==> src/rtl/machine_control_pkg.sv <==
// Shared constants for the machine-mode trap sequencer: FSM encodings,
// PC-source mux selects, mcause codes and the SYSTEM opcodes it decodes.
package machine_control_pkg;

   typedef enum logic [1:0] {
      ST_RESET       = 2'd0,
      ST_OPERATING   = 2'd1,
      ST_TRAP_TAKEN  = 2'd2,
      ST_TRAP_RETURN = 2'd3
   } state_e;

   localparam logic [1:0] PC_SRC_BOOT   = 2'b00;
   localparam logic [1:0] PC_SRC_MEPC   = 2'b01;
   localparam logic [1:0] PC_SRC_VECTOR = 2'b10;
   localparam logic [1:0] PC_SRC_NEXT   = 2'b11;

   // Exception cause codes (mcause.interrupt = 0)
   localparam logic [3:0] CAUSE_MISALIGNED_INSTR = 4'd0;
   localparam logic [3:0] CAUSE_ILLEGAL_INSTR    = 4'd2;
   localparam logic [3:0] CAUSE_BREAKPOINT       = 4'd3;
   localparam logic [3:0] CAUSE_MISALIGNED_LOAD  = 4'd4;
   localparam logic [3:0] CAUSE_MISALIGNED_STORE = 4'd6;
   localparam logic [3:0] CAUSE_ECALL_M          = 4'd11;

   // Interrupt cause codes (mcause.interrupt = 1)
   localparam logic [3:0] CAUSE_M_SOFTWARE_IRQ   = 4'd3;
   localparam logic [3:0] CAUSE_M_TIMER_IRQ      = 4'd7;
   localparam logic [3:0] CAUSE_M_EXTERNAL_IRQ   = 4'd11;

   localparam logic [31:0] INSTR_ECALL  = 32'h0000_0073;
   localparam logic [31:0] INSTR_EBREAK = 32'h0010_0073;
   localparam logic [31:0] INSTR_MRET   = 32'h3020_0073;

endpackage

==> src/rtl/machine_control_trap_priority_enc.sv <==
// Combinational trap arbiter: picks the single highest-priority trap source.
// Any exception beats any interrupt; interrupt inputs arrive already gated
// by their enable bits and the global MIE.
module trap_priority_enc
   import machine_control_pkg::*;
(
   input  logic       misaligned_instr_i,
   input  logic       illegal_instr_i,
   input  logic       is_ebreak_i,
   input  logic       is_ecall_i,
   input  logic       misaligned_load_i,
   input  logic       misaligned_store_i,
   input  logic       irq_external_i,
   input  logic       irq_software_i,
   input  logic       irq_timer_i,
   output logic       trap_valid_o,
   output logic       is_interrupt_o,
   output logic [3:0] cause_o
);

   // Fixed-priority chain, highest priority tested first
   always_comb begin
      trap_valid_o   = 1'b1;
      is_interrupt_o = 1'b0;
      cause_o        = 4'd0;
      if (misaligned_instr_i) begin
         cause_o = CAUSE_MISALIGNED_INSTR;
      end else if (illegal_instr_i) begin
         cause_o = CAUSE_ILLEGAL_INSTR;
      end else if (is_ebreak_i) begin
         cause_o = CAUSE_BREAKPOINT;
      end else if (is_ecall_i) begin
         cause_o = CAUSE_ECALL_M;
      end else if (misaligned_load_i) begin
         cause_o = CAUSE_MISALIGNED_LOAD;
      end else if (misaligned_store_i) begin
         cause_o = CAUSE_MISALIGNED_STORE;
      end else if (irq_external_i) begin
         is_interrupt_o = 1'b1;
         cause_o        = CAUSE_M_EXTERNAL_IRQ;
      end else if (irq_software_i) begin
         is_interrupt_o = 1'b1;
         cause_o        = CAUSE_M_SOFTWARE_IRQ;
      end else if (irq_timer_i) begin
         is_interrupt_o = 1'b1;
         cause_o        = CAUSE_M_TIMER_IRQ;
      end else begin
         trap_valid_o = 1'b0;
      end
   end

endmodule

==> src/rtl/machine_control.sv <==
// Machine-mode trap sequencer: arbitrates exceptions/interrupts, sequences
// trap entry and MRET return, and drives PC-source, CSR strobes and flush.
//
// state          | meaning
// ---------------+--------------------------------------------------------
// ST_RESET       | fetch boot address, flush decode
// ST_OPERATING   | normal execution, trap/MRET decisions (frozen by stall)
// ST_TRAP_TAKEN  | one cycle: capture mepc/mcause, clear MIE, fetch vector
// ST_TRAP_RETURN | one cycle: restore MIE, fetch from mepc
module machine_control
   import machine_control_pkg::*;
(
   input  logic        clk_in,
   input  logic        rst_n_in,
   input  logic [31:0] instr_in,
   input  logic        illegal_instr_in,
   input  logic        misaligned_load_in,
   input  logic        misaligned_store_in,
   input  logic        misaligned_instr_in,
   input  logic        mie_in,
   input  logic        meie_in,
   input  logic        mtie_in,
   input  logic        msie_in,
   input  logic        meip_in,
   input  logic        mtip_in,
   input  logic        msip_in,
   input  logic        stall_in,
   output logic        trap_taken_out,
   output logic        i_or_e_out,
   output logic [3:0]  cause_out,
   output logic        set_epc_out,
   output logic        set_cause_out,
   output logic        mie_clear_out,
   output logic        mie_set_out,
   output logic [1:0]  pc_src_out,
   output logic        flush_out
);

   state_e     state_q, state_d;
   logic [3:0] cause_q;
   logic       i_or_e_q;

   logic       is_ecall, is_ebreak, is_mret;
   logic       irq_ext, irq_sw, irq_tmr;
   logic       trap_valid, trap_is_irq;
   logic [3:0] trap_cause;
   logic       take_trap;

   assign is_ecall  = (instr_in == INSTR_ECALL);
   assign is_ebreak = (instr_in == INSTR_EBREAK);
   assign is_mret   = (instr_in == INSTR_MRET);

   assign irq_ext = mie_in & meie_in & meip_in;
   assign irq_sw  = mie_in & msie_in & msip_in;
   assign irq_tmr = mie_in & mtie_in & mtip_in;

   trap_priority_enc u_prio (
      .misaligned_instr_i (misaligned_instr_in),
      .illegal_instr_i    (illegal_instr_in),
      .is_ebreak_i        (is_ebreak),
      .is_ecall_i         (is_ecall),
      .misaligned_load_i  (misaligned_load_in),
      .misaligned_store_i (misaligned_store_in),
      .irq_external_i     (irq_ext),
      .irq_software_i     (irq_sw),
      .irq_timer_i        (irq_tmr),
      .trap_valid_o       (trap_valid),
      .is_interrupt_o     (trap_is_irq),
      .cause_o            (trap_cause)
   );

   // A trap decision is only made from OPERATING while memory is ready
   assign take_trap = (state_q == ST_OPERATING) && !stall_in && trap_valid;

   // State register
   always_ff @(posedge clk_in or negedge rst_n_in) begin
      if (!rst_n_in) begin
         state_q <= ST_RESET;
      end else begin
         state_q <= state_d;
      end
   end

   // Next-state logic; a pending trap pre-empts a simultaneous MRET
   always_comb begin
      state_d = state_q;
      case (state_q)
         ST_RESET:       state_d = ST_OPERATING;
         ST_OPERATING: begin
            if (!stall_in) begin
               if (trap_valid) begin
                  state_d = ST_TRAP_TAKEN;
               end else if (is_mret) begin
                  state_d = ST_TRAP_RETURN;
               end
            end
         end
         ST_TRAP_TAKEN:  state_d = ST_OPERATING;
         ST_TRAP_RETURN: state_d = ST_OPERATING;
         default:        state_d = ST_RESET;
      endcase
   end

   // Cause / interrupt flag captured only on trap entry, held otherwise
   always_ff @(posedge clk_in or negedge rst_n_in) begin
      if (!rst_n_in) begin
         cause_q  <= 4'd0;
         i_or_e_q <= 1'b0;
      end else if (take_trap) begin
         cause_q  <= trap_cause;
         i_or_e_q <= trap_is_irq;
      end
   end

   assign cause_out  = cause_q;
   assign i_or_e_out = i_or_e_q;

   // Moore output decode from the current state
   always_comb begin
      trap_taken_out = 1'b0;
      set_epc_out    = 1'b0;
      set_cause_out  = 1'b0;
      mie_clear_out  = 1'b0;
      mie_set_out    = 1'b0;
      flush_out      = 1'b0;
      pc_src_out     = PC_SRC_NEXT;
      case (state_q)
         ST_RESET: begin
            flush_out  = 1'b1;
            pc_src_out = PC_SRC_BOOT;
         end
         ST_TRAP_TAKEN: begin
            trap_taken_out = 1'b1;
            set_epc_out    = 1'b1;
            set_cause_out  = 1'b1;
            mie_clear_out  = 1'b1;
            flush_out      = 1'b1;
            pc_src_out     = PC_SRC_VECTOR;
         end
         ST_TRAP_RETURN: begin
            mie_set_out = 1'b1;
            flush_out   = 1'b1;
            pc_src_out  = PC_SRC_MEPC;
         end
         default: begin
            pc_src_out = PC_SRC_NEXT;
         end
      endcase
   end

endmodule

==> config.mk <==
export PLATFORM = sky130hd
export DESIGN_NAME = machine_control
export DESIGN_NICKNAME = d
export VERILOG_FILES = /design/src/rtl/machine_control_pkg.sv /design/src/rtl/machine_control_trap_priority_enc.sv /design/src/rtl/machine_control.sv
export SDC_FILE = /design/constraint.sdc
export NUM_CORES = 1
export LEC_CHECK = 0
export CORE_MARGIN = 4
export CORE_UTILIZATION = 33
export DETAILED_ROUTE_END_ITERATION = 6
export PLACE_DENSITY = 0.81
export SETUP_SLACK_MARGIN = 0.1
export SLEW_MARGIN = 20
export SYNTH_ARGS = -nofsm -noshare
export SYNTH_HDL_FRONTEND = slang
export SYNTH_HIERARCHICAL = 1
export SYNTH_SLANG_ARGS = --single-unit
==> constraint.sdc <==
create_clock -name clk_in -period 3.6 [get_ports clk_in]
set_clock_uncertainty 0.2 [all_clocks]
set_input_delay 0.72 -clock clk_in [delete_from_list [all_inputs] [get_ports clk_in]]
set_output_delay 0.72 -clock clk_in [all_outputs]
set_load 0.02 [all_outputs]
# Word level (Yosys, flattened, before mapping)
# Index checks and enable logic that the tools add are counted.
# totals
register_bits	7
in_bits	46
out_inout_bits	13
wordCells	55
# classes
n_eq_ne	8
muxes	32
bitwise	6
reduce_logical	6
# op_table
operator	count
32-bit by 21-bit equality test with 1-bit output (second input constant)	1
32-bit by 30-bit equality test with 1-bit output (second input constant)	1
32-bit by 7-bit equality test with 1-bit output (second input constant)	1
4-bit two-way mux	8
1-bit two-way mux	18
1-bit AND	6
2-bit two-way mux	3
2-bit case mux with 3 select lines	1
2-bit equality test (second input constant)	2
2-bit case mux with 2 select lines	1
3-bit two-way mux	1
3-bit != test (second input constant)	1
3-bit OR reduction	1
2-bit by 1-bit equality test with 1-bit output (second input constant)	1
1-bit logical AND	2
2-bit zero test	1
2-bit != test (second input constant)	1
2-bit AND reduction	1
1-bit zero test	1

# Longest topological paths before layout
# Gate-level depths: netlist (run 1).
# depth
word_depth	14
mapped_depth	10
mapped_depth_nobuf	10

# By module
# Netlist (run 1), hierarchy kept.
# by_module_without_submodules
mod	n_inst	cells_each	area_per_inst_um2	seq_area_each_um2
machine_control	1	54	534.3	175.2
trap_priority_enc	1	17	120.1	0.0

# Least setup slack after synthesis (run 1)
# OpenSTA, ideal clock, no wires.
# synth_timing
kind	input -> register
startpoint	in instr_in[9]
endpoint	reg cause_q[0], in the netlist cause_out[0]
setup_ns	0.125
arrival_ns	2.575
required_time_ns	3.275
setup_slack_ns	0.701
path_stages	8
n_path_buf	0
path_cell_list	or4_4 -> nor4_4 -> nand3_1 -> nor2_1 -> nor2_1 -> nand4_1 -> nand3b_1 -> mux2_2
# synth_via
elab_chain_len	6
elab_cells_between_ends	11
classes_between	eq/ne (2); mux (8); reduce/logical (1)
# synth_rtl
item	line_no	rtl
from (decl)	machine_control.sv:15	input logic [31:0] instr_in,
32-bit by 7-bit equality test with 1-bit output	machine_control.sv:49	assign is_ecall = (instr_in == INSTR_ECALL);
via is_ecall	machine_control.sv:43	logic is_ecall, is_ebreak, is_mret;
1-bit two-way mux	machine_control_trap_priority_enc.sv:32	end else if (is_ecall_i) begin
1-bit two-way mux	machine_control_trap_priority_enc.sv:30	end else if (is_ebreak_i) begin
1-bit two-way mux	machine_control_trap_priority_enc.sv:28	end else if (illegal_instr_i) begin
1-bit two-way mux	machine_control_trap_priority_enc.sv:26	if (misaligned_instr_i) begin
via trap_valid	machine_control.sv:45	logic trap_valid, trap_is_irq;
1-bit logical AND	machine_control.sv:73	assign take_trap = (state_q == ST_OPERATING) && !stall_in && trap_valid;
to (signal assigned)	machine_control.sv:110	cause_q <= trap_cause;
to (decl)	machine_control.sv:40	logic [3:0] cause_q;
# The timed path passes the listed nets, and every way through them passes these cells.
# A chain may end at the register's enable or synchronous reset.

# Final worst setup path (run 1)
# Same ends and word-level chain as after synthesis.

==> metrics, run 1 <==
result of the run=finished clean; average wire per cell in the routed design=13.4 um; number of fill cells=156; Hold Startpoint=i_or_e_out; post-CTS setup buffers=0; setup repair after global routing missed its margin=no; synthesis warning total=6; setup_tns=0 ns; maximum capacitance violations=0; average instance area after synthesis=9.22 um2; footprint of the multi-input gates=438 um2; total overflow reported by the global router=0; count of inserted antenna diode cells=0; number of DRC markers in iteration 0=6; Synth top area share=0.268; transition time of the tightest slew-check pin=0.456 ns; most frequent cells in the layout=sky130_fd_sc_hd__clkdlybuf4s50_1, sky130_fd_sc_hd__dfrtp_1; clock network fraction of design power=0.122; Max-slew headroom=0.693; routed vias=769; number of synthesized register bits=7; floorplan die area=2760 um2; most frequent standard cell in the layout excluding fill and tap cells=sky130_fd_sc_hd__clkdlybuf4s50_1; drc violations=0; worst-case hold path end point=i_or_e_out; count of buffer and inverter cells on the critical path=1; Total Wirelength=2110 um; worst ir drop on vdd=0.300 mV; clk_lat worst skew=0.24 ns; die outline width=52.5 um; fin worst setup slack=0.461 ns; ordered cell list for the critical path=clkdlybuf4s50_1, or4_4, nor4_4, nand3_1, nor2_1, nor2_1, nand4_1, nand3b_1, mux2_2; wire length of the first global-routing pass=3240 um; Max Fanout on Critical Path=5; initial antenna violation count=0; post-placement worst setup slack=0.203 ns; hold buffers post-CTS=0; buffer type at the clock tree root=sky130_fd_sc_hd__clkbuf_4; starting density of the core=0.363; CP arrival=3.07 ns; number of cells on the worst reg-to-reg path=4; Worst setup EP type=flop; routed via count divided by cell count=4.90; Synthesized Nets=121; hold path depth=1; share of final-layout standard cells stronger than drive strength 1=0.136; routability-driven placement congestion ratio=0.793; worst-path cell with the longest stage delay=sky130_fd_sc_hd__or4_4; maximum count of clock buffers along a single path=2; std cell rows=15; area of the mapped netlist=654 um2; Crit path max-delay family=simple AND/OR/NAND/NOR gates; count of nets left with antenna violations after detail routing=0; sequential element share of the synthesized area=0.268; WS Path Type=in2reg; number of global-route vias before repair=734; Clk pin slew, worst setup/hold paths=0.05 ns; share of the clock period used by the worst path=0.872; Hold Path Class=reg2reg; io pins=59; CTS resizes=0; power per unit of standard cell area=443 nW/um2; Pre-antenna DRT Iters=4; minimum period implied by the final worst setup slack=3.14 ns; Reg-to-Reg Start=state_q[1]; largest net degree at the start of global routing=8; GRT Total Usage=0.161; achievable clock frequency=0.319 GHz; final hold violations=0; Port Buffer Count=58; Synth area leaders=sky130_fd_sc_hd__dfrtp_1, sky130_fd_sc_hd__mux2_2, sky130_fd_sc_hd__ha_1, sky130_fd_sc_hd__or4_4, sky130_fd_sc_hd__and3_1; NetSw=0.222 mW; CTS Buf Count=3; end-of-flow core utilization=0.713; sw frac=0.390; CP max stage delay=0.54 ns; register-to-register setup slack=1.98 ns; data required time at the worst endpoint=3.53 ns; Synth Instances=71; post-synthesis cell type count=30; clock tree from TritonCTS=built; endpoint of the worst register-to-register path=cause_out[0]; layout overhead on the synthesized area=96.4%; setup violation total in the final timing report=0; cell repeated most along the worst path=sky130_fd_sc_hd__nor2_1; H-tree level count=1; part of the power in registers=0.215; leakage component of the power=0.538 nW; Storage cell area=175 um2; height of the die=52.5 um; area of the core region=1800 um2; net count of the finished layout=183; largest area contributor in the synthesized netlist=sky130_fd_sc_hd__dfrtp_1; type of element launching the critical path=input pin; Logic pwr share=0.664; HPWL Detailed=1990 um; sinks on the clock net=7; total internal power=0.347 mW; number of max-slew violations in the final report=0
flip-flops by register name, summed over array words and instances, names as in the netlist:
register / flops
cause_out: 4
state_q: 2
i_or_e_out: 1
kinds of logic after synthesis:
group,synth area share
AO/OA/AOI/OAI,0.0803
AND/OR/NAND/NOR,0.426
adder cells (fa/ha/maj),0.0765
flip-flops,0.268
buffers and inverters,0.0631
multiplexers,0.0860
worst max-delay path by stage:
stage,start,end,slack [ns],depth (start not counted)
finish,instr_in[9],cause_out[0],0.46,9
global route,instr_in[9],cause_out[0],0.27,9
CTS,instr_in[9],cause_out[0],0.47,9
detailed placement,instr_in[9],cause_out[0],0.20,9
global placement,instr_in[9],cause_out[3],0.27,9
floorplan,instr_in[9],cause_out[0],0.70,8
area by class of cell:
class / instances / area share
timing repair buffer: 60 / 0.463
multi-input combinational: 56 / 0.341
sequential: 7 / 0.136
tap: 25 / 0.0243
clock buffer: 4 / 0.0204
inverter: 5 / 0.0146
cells in the mapped netlist:
library cell,count
sky130_fd_sc_hd__a221oi_1,1
sky130_fd_sc_hd__nor3b_1,1
sky130_fd_sc_hd__nand4bb_1,1
sky130_fd_sc_hd__dfrtp_1,7
sky130_fd_sc_hd__inv_1,5
sky130_fd_sc_hd__o32ai_1,1
sky130_fd_sc_hd__nand3_1,4
sky130_fd_sc_hd__nor4_4,1
sky130_fd_sc_hd__or3b_2,1
sky130_fd_sc_hd__a21oi_1,2
sky130_fd_sc_hd__nand2b_1,1
sky130_fd_sc_hd__ha_1,4
sky130_fd_sc_hd__o21a_1,1
sky130_fd_sc_hd__buf_4,3
sky130_fd_sc_hd__nand2_1,1
sky130_fd_sc_hd__nor4_1,4
sky130_fd_sc_hd__or2_2,1
sky130_fd_sc_hd__a2bb2oi_1,1
sky130_fd_sc_hd__and3_1,5
sky130_fd_sc_hd__nand3b_1,2
sky130_fd_sc_hd__nor3_1,4
sky130_fd_sc_hd__nand4b_1,1
sky130_fd_sc_hd__nand4_1,2
sky130_fd_sc_hd__nor2_1,5
sky130_fd_sc_hd__or4_4,3
sky130_fd_sc_hd__and2b_2,1
sky130_fd_sc_hd__mux2_2,5
sky130_fd_sc_hd__nor4_2,1
sky130_fd_sc_hd__or4_1,1
sky130_fd_sc_hd__o31a_1,1
per-stage QoR:
stage / cells / instance area (um2) / total power, mW / hold slack, ns
final: 157 / 1280 / 0.569 / 0.307
after global routing: 157 / 1280 / 0.613 / 0.320
after CTS: 157 / 1280 / 0.580 / 0.309
after detailed placement: 153 / 1260 / 0.507 / 0.297
after global placement: 153 / 1260 / 0.493 / 0.297
after floorplan: 71 / 654 / 0.325 / 0.224
power by group through the flow:
stage                     clock (mW)  combinational (mW)  sequential (mW)
after global placement             0               0.371            0.122
after detailed placement           0               0.383            0.124
after global routing          0.0772               0.409            0.127
after floorplan                    0               0.193            0.132
final                         0.0692               0.377            0.122
after CTS                     0.0741               0.384            0.122
layer usage:
layer / up-vias / GRT usage / routed length (um)
met5: - / 0 / 0
met4: 0 / 0.0638 / 7
met3: 2 / 0.00855 / 64
met2: 14 / 0.306 / 1250
met1: 357 / 0.182 / 789
li1: 396 / - / -
(Power assumes the default switching activity.)
==> run 2, diff against run 1 <==
--- a/config.mk
+++ b/config.mk
@@ -6,9 +6,10 @@
 export NUM_CORES = 1
 export LEC_CHECK = 0
 export CORE_MARGIN = 4
-export CORE_UTILIZATION = 33
+export CORE_UTILIZATION = 30
 export DETAILED_ROUTE_END_ITERATION = 6
-export PLACE_DENSITY = 0.81
+export HOLD_SLACK_MARGIN = 0.03
+export PLACE_DENSITY = 0.74
 export SETUP_SLACK_MARGIN = 0.1
 export SLEW_MARGIN = 20
 export SYNTH_ARGS = -nofsm -noshare
==> constraint.sdc (replaced) <==
create_clock -name clk_in -period 3.59 [get_ports clk_in]
set_clock_uncertainty 0.2 [all_clocks]
set_input_delay 0.718 -clock clk_in [delete_from_list [all_inputs] [get_ports clk_in]]
set_output_delay 0.718 -clock clk_in [all_outputs]
set_load 0.02 [all_outputs]
==> metrics, run 2 (synthesized netlist as in run 1, its figures left out) <==
CP arrival=3.05 ns (was 3.07 ns); Port Buffer Count=58 (unchanged); Clk pin slew, worst setup/hold paths=0.05 ns (about the same); height of the die=54.7 um (was 52.5 um); final hold violations=0 (unchanged); total internal power=0.347 mW (about the same); final non-filler cell area=1290 um2 (was 1280 um2); area of the core region=2020 um2 (was 1800 um2); number of fill cells=176 (was 156); setup_tns=0 ns (unchanged); setup violation total in the final timing report=0 (unchanged); NetSw=0.217 mW (was 0.222 mW); average wire per cell in the routed design=13.1 um (was 13.4 um); floorplan die area=2990 um2 (was 2760 um2); number of max-slew violations in the final report=0 (unchanged); share of final-layout standard cells stronger than drive strength 1=0.136 (unchanged); sinks on the clock net=7 (unchanged); footprint of the multi-input gates=438 um2 (unchanged); clock network fraction of design power=0.120 (was 0.122); number of global-route vias before repair=728 (was 734); routed vias=781 (was 769); maximum capacitance violations=0 (unchanged); wire length of the first global-routing pass=3220 um (was 3240 um); initial antenna violation count=0 (unchanged); leakage component of the power=0.538 nW (unchanged); routability-driven placement congestion ratio=0.785 (was 0.793); minimum period implied by the final worst setup slack=3.12 ns; Total Wirelength=2090 um (was 2110 um); most frequent standard cell in the layout excluding fill and tap cells=sky130_fd_sc_hd__clkdlybuf4s50_1 (unchanged); io pins=59 (unchanged); total overflow reported by the global router=0 (unchanged); clk_lat worst skew=0.24 ns (about the same); count of inserted antenna diode cells=0 (unchanged); CTS resizes=0 (unchanged); drc violations=0 (unchanged); WS Path Type=in2reg (unchanged); filler-free cell count of the finished design=159 (was 157); power per unit of standard cell area=438 nW/um2 (was 443 nW/um2); clock tree from TritonCTS=built (unchanged); hold buffers post-CTS=0 (unchanged); number of DRC markers in iteration 0=10 (was 6); post-CTS setup buffers=0 (unchanged); std cell rows=16 (was 15); data required time at the worst endpoint=3.52 ns (was 3.53 ns); Max Fanout on Critical Path=5 (unchanged); Storage cell area=175 um2 (unchanged); transition time of the tightest slew-check pin=0.478 ns (was 0.456 ns); type of element launching the critical path=input pin (unchanged); HPWL Detailed=1940 um (was 1990 um); layout overhead on the synthesized area=96.7% (was 96.4%); maximum count of clock buffers along a single path=2 (unchanged); Worst setup EP type=flop (unchanged); count of nets left with antenna violations after detail routing=0 (unchanged); sw frac=0.385 (was 0.390); CTS Buf Count=3 (unchanged); part of the power in registers=0.217 (was 0.215); worst ir drop on vdd=0.284 mV (was 0.300 mV); GRT Total Usage=0.151 (was 0.161); result of the run=finished clean (unchanged); Max-slew headroom=0.679 (was 0.693); Post-Place Cell Area=1260 um2 (about the same); achievable clock frequency=0.321 GHz; starting density of the core=0.324 (was 0.363); routed via count divided by cell count=4.91 (was 4.90); setup repair after global routing missed its margin=no (unchanged); net count of the finished layout=183 (unchanged); Hold Path Class=reg2reg (unchanged); Logic pwr share=0.663 (was 0.664); most frequent cells in the layout=sky130_fd_sc_hd__clkdlybuf4s50_1, sky130_fd_sc_hd__dfrtp_1 (unchanged); count of placed standard cells including taps=155 (was 153); end-of-flow core utilization=0.637 (was 0.713); buffer type at the clock tree root=sky130_fd_sc_hd__clkbuf_4 (unchanged); share of the clock period used by the worst path=0.869; Hold Worst Slack=0.305 ns (was 0.307 ns); Pre-antenna DRT Iters=4 (unchanged); max FFs per register=4 (unchanged); largest net degree at the start of global routing=8 (unchanged); die outline width=54.7 um (was 52.5 um); H-tree level count=1 (unchanged)
## run 2: cell counts in the layout (fill, tap and decap cells not counted)
No cell type changed its count.
## run 2: path summary, 6_finish.rpt
path                       slack (ns)      endpoint  depth (start not counted)        start
max                              0.47    i_or_e_out                          9  instr_in[9]
max reg2reg                      2.00    i_or_e_out                          4   state_q[1]
max in group asynchronous        2.44  cause_out[2]                          1     rst_n_in
min                              0.31    i_or_e_out                          1   i_or_e_out
min reg2reg                      0.31    i_or_e_out                          1   i_or_e_out
min in group asynchronous        0.53  cause_out[1]                          1     rst_n_in
## run 2: stage by stage
step	power (mW)	setup WS, ns
after floorplan	0.326	0.693
after global placement	0.494	0.251
after detailed placement	0.503	0.211
after CTS	0.574	0.467
after global routing	0.611	0.278
final	0.564	0.471
## run 2: critical path: stages
cell	delay, ns
sky130_fd_sc_hd__clkdlybuf4s50_1	0.40
sky130_fd_sc_hd__or4_4	0.55
sky130_fd_sc_hd__nor4_4	0.34
sky130_fd_sc_hd__nand3_1	0.13
sky130_fd_sc_hd__nor2_1	0.15
sky130_fd_sc_hd__nor2_1	0.09
sky130_fd_sc_hd__nand4_1	0.13
sky130_fd_sc_hd__nand3b_1	0.21
sky130_fd_sc_hd__mux2_2	0.33
## run 2: per-layer routing
layer / up-vias / part of all wire / track usage
met5: - / 0 / 0
met1: 367 / 0.39 / 0.180
li1: 393 / - / -
met2: 21 / 0.56 / 0.270
met3: 0 / 0.050 / 0.0300
met4: 0 / 0 / 0.0373
## run 2: cell type report
| type | count | share of cell area |
|---|---|---|
| tap | 27 | 0.0262 |
| inverter | 5 | 0.0146 |
| sequential | 7 | 0.136 |
| multi-input combinational | 56 | 0.340 |
| clock buffer | 4 | 0.0204 |
| timing repair buffer | 60 | 0.463 |
## run 2: power groups by stage
stage                     Clock [mW]  Sequential (mW)  Combinational, mW
after floorplan                    0            0.133              0.193
after global placement             0            0.123              0.371
after detailed placement           0            0.123              0.380
after CTS                     0.0720            0.122              0.380
after global routing          0.0778            0.126              0.408
final                         0.0677            0.122              0.374
==> variant: new RTL, config.mk and constraints of run 2 <==
The 4 states of `state_e` get a one-hot encoding in 4 bits.
--- a/src/rtl/machine_control_pkg.sv
+++ b/src/rtl/machine_control_pkg.sv
@@ -3,9 +3,9 @@
 package machine_control_pkg;
 
-   typedef enum logic [1:0] {
-      ST_RESET       = 2'd0,
-      ST_OPERATING   = 2'd1,
-      ST_TRAP_TAKEN  = 2'd2,
-      ST_TRAP_RETURN = 2'd3
+   typedef enum logic [3:0] {
+      ST_RESET       = 4'b0001,
+      ST_OPERATING   = 4'b0010,
+      ST_TRAP_TAKEN  = 4'b0100,
+      ST_TRAP_RETURN = 4'b1000
    } state_e;
 
Check against the original RTL: same outputs for any inputs over 10 cycles, from zero or initial values and one cycle with rst_n_in low; not proved beyond that.
==> variant against run 2 <==
Area after synthesis rose by 8.2%. Worst setup slack better by 79 ps. Worst hold slack gained 2.0 ps. Sequential share of layout area up 3.4 points. Power fell by 2.2%. Utilization decreased by 3.9 points. Cell area increased by 3.7%. Sequential cell count is 2 higher. Wire length is 5.8% higher. Combinational power shrank 16%.
==> variant: results <==
group,metric,value,unit
place,gp_congestion,0.7290,
route,wl_per_cell,13.97,um
route,avgViaCountPerCell,5.253,
sta,slew_headroom,67.06,%
final_layout,layout-drive-gt1-share,15.38,%
worst_setup_path,worstPathArrival,2980,ps
synthesis,postSynthAreaPerCell,10.12,um^2
route,drt_iter0_markers,17,
global_route,grt_first_pass_wirelength,3498,um
place,dp_cells,154,
clocking,cts.path.max_buffers,2,
clocking,cts-root-buf,"clkbuf_4",
synthesis,synthTopCellsByArea,"dfrtp_1 (28%), mux2_4 (11%), nor4_1 (5.3%), and3_1 (4.4%), dfstp_2 (3.7%)",
global_route,antenna_found_initial,0,
global_route,grt_pass1_vias,847,
global_route,grt_usage,14.01,%
synthesis,ys_types,34,
synthesis,yosys-top-cells-count,"dfrtp_1 (8), nor2_1 (6), nor4_1 (6), and3_1 (5), mux2_4 (5)",
final_layout,num_antenna_cells,0,
final_layout,fin_cells,158,
clocking,clk_pin_slew,50,ps
global_route,grt_max_degree,10,
clocking,postCtsSetupBuffers,0,
final_layout,nNetsFinal,177,
clocking,numCtsBuffers,3,
pwr,ir_drop,377.8,uV
worst_setup_path,crit_path_max_fanout,6,
synthesis,syn-num-nets,116,
clocking,insertion_delay,260,ps
outcome,outcome,"complete, no violations",
place,dpl.hpwl,1995,um
synthesis,ys_seq_area_share,31.98,%
pwr,p_leak,0.5415,nW
-- variant: kinds of logic (layout without fill, tap and decap cells) --
kind of cell | Yosys count | in the layout | share of synthesized area, %
muxes | 5 | 5 | 10.60
DFF | 9 | 9 | 31.98
and+or+nand+nor | 42 | 42 | 43.28
xor gates and xnor gates | 2 | 2 | 2.474
buffers and inverters | 5 | 65 | 4.240
AOI/OAI and AO/OA | 7 | 7 | 7.422
-- variant: area by class of cell --
| type | count | area, um^2 |
|---|---|---|
| sequential | 9 | 226.5 |
| multi-input combinational | 56 | 451.7 |
| clock buffer | 4 | 26.28 |
| tap | 28 | 35.03 |
| timing repair buffer | 59 | 588.1 |
| inverter | 2 | 7.507 |
| fill | 209 | 898.4 |
-- variant: worst max-delay path: stages --
cell and delay, ps:
clkdlybuf4s50_1 440, nor4bb_1 250, nand4_1 160, nor2_1 210
and3_1 270, nor2_1 90, nand4_1 100, nor2b_1 250
nand2_4 130, mux2_4 330
-- variant: path summary, 6_finish.rpt --
kind	startpoint	to	slack, ps	cells after the start
max in group asynchronous	rst_n_in	state_q[0]	2350	1
hold reg to reg	i_or_e_out	i_or_e_out	310	1
setup reg to reg	state_q[3]	cause_out[0]	1940	3
min in group asynchronous	rst_n_in	cause_out[1]	540	1
setup / recovery	instr_in[5]	cause_out[0]	550	10
hold / removal	i_or_e_out	i_or_e_out	310	1
-- variant: power breakdown --
part           internal (W)  total [W]  leakage, nW  switching, W
registers          0.000132   0.000163        0.118     0.0000306
logic              0.000181   0.000314        0.409      0.000133
clock network     0.0000426  0.0000750       0.0150     0.0000323
total              0.000356   0.000552        0.542      0.000196
-- variant: metrics by stage --
step | hold WS (ps) | total power [W] | util [%] | setup WS [ps] | cell area, um^2
floorplan | 222.4 | 0.0003346 | - | 764.5 | 708.2
global placement | 301.7 | 0.0004716 | 58.60 | 379.5 | 1309
detailed placement | 302.0 | 0.0004815 | 58.60 | 293.5 | 1309
CTS | 314.1 | 0.0005570 | 59.78 | 560.0 | 1335
global route | 335.6 | 0.0005869 | 59.78 | 327.9 | 1335
finish | 307.1 | 0.0005517 | 59.78 | 549.3 | 1335
-- variant: layer usage --
metal  share of wire [%]  track usage (%)  vias to the layer above
li1                    -                -                      391
met1                  35            13.59                      388
met2                  55            26.07                       43
met3                 6.1            2.069                        8
met4                 4.1            10.51                        0
met5                   0                0                        -
